[src/rtl/regfile_write_arbiter.sv]
// -----------------------------------------------------------------------------
// regfile_write_arbiter
//   Arbitrates two register-file write-back ports (A = ALU, B = memory load)
//   onto a single registered write stage. Round-robin between the ports when
//   both request, one write per cycle, with a stall that freezes a pending
//   write in place. Writes to register 0 are accepted but discarded and
//   counted.
//
// Ports
//   clk_i                     single clock, rising edge
//   reset_i                   synchronous active-high reset
//   a_valid_i/a_addr_i/a_data_i, a_ready_o   port A request / accept
//   b_valid_i/b_addr_i/b_data_i, b_ready_o   port B request / accept
//   stall_i                   register file cannot take a write this cycle
//   wr_en_o                   one-hot register write enables (registered)
//   wr_data_o                 write data for the enabled register (registered)
//   drop_cnt_o                saturating count of accepted writes to register 0
//   collide_o                 one-cycle pulse: both ports hit the same nonzero
//                             register in the same cycle
// -----------------------------------------------------------------------------
module regfile_write_arbiter #(
    parameter int unsigned DATA_WIDTH = 32,
    parameter bit          RR_INIT    = 1'b0
) (
    input  logic                  clk_i,
    input  logic                  reset_i,
    input  logic                  a_valid_i,
    input  logic [4:0]            a_addr_i,
    input  logic [DATA_WIDTH-1:0] a_data_i,
    output logic                  a_ready_o,
    input  logic                  b_valid_i,
    input  logic [4:0]            b_addr_i,
    input  logic [DATA_WIDTH-1:0] b_data_i,
    output logic                  b_ready_o,
    input  logic                  stall_i,
    output logic [31:0]           wr_en_o,
    output logic [DATA_WIDTH-1:0] wr_data_o,
    output logic [7:0]            drop_cnt_o,
    output logic                  collide_o
);

    typedef enum logic [0:0] {
        ST_IDLE  = 1'b0,
        ST_WRITE = 1'b1
    } state_e;

    // 5-to-32 one-hot decode of a register address
    function automatic logic [31:0] decode5(input logic [4:0] addr);
        decode5 = 32'd1 << addr;
    endfunction

    state_e                state_q, state_d;
    logic                  ptr_q, ptr_d;          // 0: A favoured, 1: B favoured
    logic [31:0]           wr_en_q, wr_en_d;
    logic [DATA_WIDTH-1:0] wr_data_q, wr_data_d;
    logic [7:0]            drop_q, drop_d;
    logic                  collide_q, collide_d;

    logic                  out_pend_s;
    logic                  grant_ok_s;
    logic                  a_ready_s, b_ready_s;
    logic                  xfer_a_s, xfer_b_s, xfer_s;
    logic [4:0]            x_addr_s;
    logic [DATA_WIDTH-1:0] x_data_s;

    // State register: FSM, pointer, output stage, drop counter, collision flag
    always_ff @(posedge clk_i) begin
        if (reset_i) begin
            state_q   <= ST_IDLE;
            ptr_q     <= RR_INIT;
            wr_en_q   <= 32'd0;
            wr_data_q <= {DATA_WIDTH{1'b0}};
            drop_q    <= 8'd0;
            collide_q <= 1'b0;
        end else begin
            state_q   <= state_d;
            ptr_q     <= ptr_d;
            wr_en_q   <= wr_en_d;
            wr_data_q <= wr_data_d;
            drop_q    <= drop_d;
            collide_q <= collide_d;
        end
    end

    // Next-state logic: output stage, pointer, drop counter, collision detect
    always_comb begin
        state_d   = state_q;
        wr_en_d   = wr_en_q;
        wr_data_d = wr_data_q;
        ptr_d     = ptr_q;
        drop_d    = drop_q;
        collide_d = a_valid_i & b_valid_i & (a_addr_i == b_addr_i) & (a_addr_i != 5'd0);

        case (state_q)
            ST_IDLE: begin
                // IDLE accepts even under stall; the write then holds in WRITE
                if (xfer_s && (x_addr_s != 5'd0)) begin
                    state_d   = ST_WRITE;
                    wr_en_d   = decode5(x_addr_s);
                    wr_data_d = x_data_s;
                end else begin
                    state_d = ST_IDLE;
                    wr_en_d = 32'd0;
                end
            end
            ST_WRITE: begin
                if (stall_i) begin
                    // Held write: no transfer can happen, keep everything
                    state_d = ST_WRITE;
                end else if (xfer_s && (x_addr_s != 5'd0)) begin
                    state_d   = ST_WRITE;
                    wr_en_d   = decode5(x_addr_s);
                    wr_data_d = x_data_s;
                end else begin
                    state_d = ST_IDLE;
                    wr_en_d = 32'd0;
                end
            end
            default: begin
                state_d = ST_IDLE;
                wr_en_d = 32'd0;
            end
        endcase

        // Only a transfer on the favoured port moves the pointer
        if ((xfer_a_s && !ptr_q) || (xfer_b_s && ptr_q)) begin
            ptr_d = ~ptr_q;
        end else begin
            ptr_d = ptr_q;
        end

        if (xfer_s && (x_addr_s == 5'd0) && (drop_q != 8'hFF)) begin
            drop_d = drop_q + 8'd1;
        end else begin
            drop_d = drop_q;
        end
    end

    // Output logic: combinational grants and registered output drive
    always_comb begin
        out_pend_s = (state_q == ST_WRITE);
        grant_ok_s = !reset_i && !(stall_i && out_pend_s);
        // A lone requester always wins; on contention the pointer decides
        a_ready_s  = grant_ok_s & a_valid_i & (!b_valid_i | !ptr_q);
        b_ready_s  = grant_ok_s & b_valid_i & (!a_valid_i |  ptr_q);
        xfer_a_s   = a_valid_i & a_ready_s;
        xfer_b_s   = b_valid_i & b_ready_s;
        xfer_s     = xfer_a_s | xfer_b_s;
        if (xfer_b_s) begin
            x_addr_s = b_addr_i;
            x_data_s = b_data_i;
        end else begin
            x_addr_s = a_addr_i;
            x_data_s = a_data_i;
        end
        a_ready_o  = a_ready_s;
        b_ready_o  = b_ready_s;
        wr_en_o    = wr_en_q;
        wr_data_o  = wr_data_q;
        drop_cnt_o = drop_q;
        collide_o  = collide_q;
    end

endmodule

[config.mk]
export PLATFORM = sky130hd
export DESIGN_NAME = regfile_write_arbiter
export DESIGN_NICKNAME = d
export VERILOG_FILES = /design/src/rtl/regfile_write_arbiter.sv
export SDC_FILE = /design/constraint.sdc
export NUM_CORES = 1
export LEC_CHECK = 0
export BUFFER_PORTS_ARGS = -buffer_cell sky130_fd_sc_hd__buf_2
export CORE_ASPECT_RATIO = 1.5
export CORE_MARGIN = 2
export CORE_UTILIZATION = 48
export CTS_BUF_LIST = sky130_fd_sc_hd__clkbuf_16
export DETAILED_ROUTE_END_ITERATION = 6
export PLACE_DENSITY_LB_ADDON = 0.25
export SYNTH_ARGS = -nofsm -noshare
export SYNTH_HDL_FRONTEND = slang
export SYNTH_SLANG_ARGS = --single-unit
[constraint.sdc]
create_clock -name clk_i -period 2.09 [get_ports clk_i]
set_clock_uncertainty 0.15 [all_clocks]
set_input_delay 0 -clock clk_i [delete_from_list [all_inputs] [get_ports clk_i]]
set_output_delay 0 -clock clk_i [all_outputs]
set_load 0.05 [all_outputs]
==> flow_summary.toml <==
[global_route]
grt-ovfl-total = 0
track_usage_pct = 29.5
first_global_vias = 3888
grt_max_degree = 66
grt_antenna_before_repair = 0
grt_pass1_wl_um = 18300

[cts]
cts_root_buf = "clkbuf_16"
clk_latency_ns = 0.33
tritoncts = "done"
htree_num_levels = 3
cts.clk_slew.worst_paths_ns = 0.06
cts_buffers = 9
cts.sink_count = 75
clockBufferDepth = 2

[synthesis]
ys_warn_count = 0
synthTopCellsByArea = "dfxtp_1, mux2i_1, a211oi_1, nor2_1, a22o_1"
async_flop_share_pct = 0
avgSynthCellArea_um2 = 9.10
synth_fp_nets = 468
synth_edf_count = 0
syn-instance-count = 388
synth-seq-cells = 75
synth.top_cell.area_share_pct = 42.5
yosys.area.top_type = "dfxtp_1"
synth-seq-area-share_pct = 42.5
synth-main-ff-cell = "dfxtp_1"
synthDistinctLibCells = 54
syn-cell-area_um2 = 3530

[place]
dp_slack_ns = -0.0672
gp_congestion = 0.923
port_buffers = 153
place_hpwl_um = 6960

[layout]
drive_above_1_share_pct = 34.1
seqCellArea_um2 = 1510
fillerInstances = 483
layout_common_cells = "buf_2, dfxtp_1, dlygate4sd3_1"
multi_input_area_um2 = 1910
n_antenna_cell = 0
syn_to_final_growth_pct = 57.1
final_common_cell = "buf_2"
nets = 694

[timing]
setup_ws_ns = 0.0320
hold_viol = 0
max_freq_mhz = 486
setup_viol = 0
min_period_ns = 2.06
timing.final.crit_share_pct = 98.5
slew_viol_final = 0
tightest_slew_ns = 0.587
relSlewSlack_pct = 60.8

[routing]
num_vias = 3914
avgRoutedWirePerCell_um = 16.8
drt-initial-drc-count = 306
ant_nets = 0
drc = 0
viasPerCell = 5.45
dr.pass1.iters = 4
routed_wl_um = 12100

[die]
io_pins = 154
die_h_um = 109
die_w_um = 74.0
start_util_pct = 49.2
row_count = 38
dieArea_um2 = 8070
core_area_um2 = 7180

[power_and_ir_drop]
p_total_uw = 3900
peakVddDrop_v = 0.000544
power_density_nw_per_um2 = 703
leakage_uw = 0.00262

[flow_run]
maxCapViolations = 0

[run_status]
status = "complete, no violations"

[setup_path]
crit_arrival_ns = 2.13
path_class = "reg2reg"
cp-start-kind = "flop"
required_ns = 2.17
endpoint_kind = "flop"
cp_max_fo = 17

[hold_path]
worstHoldPathType = "in2reg"
## final cells by class
type	count	share of cell area [%]
Inverter	8	0.632
Clock inverter	6	1.04
Clock buffer	9	4.06
Sequential cell	75	27.1
Timing Repair Buffer	244	30.4
Multi-Input combinational cell	276	34.5
Tap cell	100	2.26
## cells by family after synthesis
kind of cell               count (synthesis)  share of synthesized area (%)
buffers and inverters                     37                           5.03
AOI/OAI and AO/OA                        106                           22.8
and+or+nand+nor                          127                           17.3
muxes                                     40                           11.5
DFF                                       75                           42.5
xor gates and xnor gates                   2                          0.496
adders and majority gates                  1                          0.354
## critical path, cell delays in order (launching register included)
cell,delay [ns]
dfxtp_2,0.33
a21oi_4,0.17
buf_4,0.14
a311oi_4,0.11
buf_4,0.16
a311oi_4,0.29
clkbuf_16,0.25
nor2_1,0.05
a211oi_1,0.29
## what timing repair did
action                                 in CTS  in global routing
pin swaps                                   0                  4
setup endpoints to repair                   6                 44
endpoints found under the hold margin      39                  0
buffers inserted                            0                  3
gates resized for setup                     3                 17
gates cloned                                0                  2
hold buffers                               69                  0
## worst paths after layout
path / from / to / slack (ns) / cells after the start
setup reg to reg: out_pend_s$_SDFF_PP0_ / wr_data_o[4]$_SDFFE_PP0P_ / 0.03 / 8
hold reg to reg: wr_en_o[8]$_SDFFE_PP0N_ / wr_en_o[8]$_SDFFE_PP0N_ / 0.30 / 2
setup / recovery: out_pend_s$_SDFF_PP0_ / wr_data_o[4]$_SDFFE_PP0P_ / 0.03 / 8
hold / removal: a_addr_i[4] / wr_en_o[19]$_SDFFE_PP0N_ / 0.03 / 4
## cell usage after synthesis, types with 4 or more instances
cell type,instances
or4_1,4
nor2_1,51
o21ai_1,8
a211oi_1,32
o31ai_1,7
buf_4,5
nor3_1,7
inv_1,7
a22o_1,14
nand3_1,12
dfxtp_1,75
nor2b_1,5
buf_2,10
a21oi_1,17
o21ai_0,7
mux2i_1,35
nand2_1,24
clkbuf_1,12
## metrics by stage
| step | setup TNS, ns | utilization, % | std cells | hold slack [ns] | instance area (µm²) |
|---|---|---|---|---|---|
| after floorplan | 0 | - | 388 | -0.0157 | 3540 |
| after global placement | -0.0103 | 62.1 | 630 | 0.161 | 4460 |
| after detailed placement | -0.125 | 62.1 | 630 | 0.170 | 4460 |
| after CTS | 0 | 75.9 | 714 | 0.00916 | 5450 |
| after global routing | -0.0498 | 77.2 | 718 | 0.0806 | 5550 |
| final | 0 | 77.2 | 718 | 0.0272 | 5550 |
## routing by layer
| layer | track usage (%) | part of all wire, % | vias to the layer above |
|---|---|---|---|
| met5 | 0 | 0 | - |
| met4 | 15.7 | 3.2 | 0 |
| met2 | 50.4 | 52 | 187 |
| met1 | 34.1 | 39 | 1811 |
| met3 | 5.64 | 6.5 | 39 |
| li1 | - | - | 1877 |
## sequential cells by signal, indices dropped and copies added, names as in the netlist
name,cells
wr_en_o,32
ptr_q,1
out_pend_s,1
collide_o,1
drop_cnt_o,8
wr_data_o,32
## power by group
group          internal, µW  switching [µW]  leakage (µW)  total [µW]
registers              1490            33.6      0.000613        1530
clock network           906             583      0.000132        1490
logic                   340             545       0.00187         885
Power figures use the tool's default switching activity.
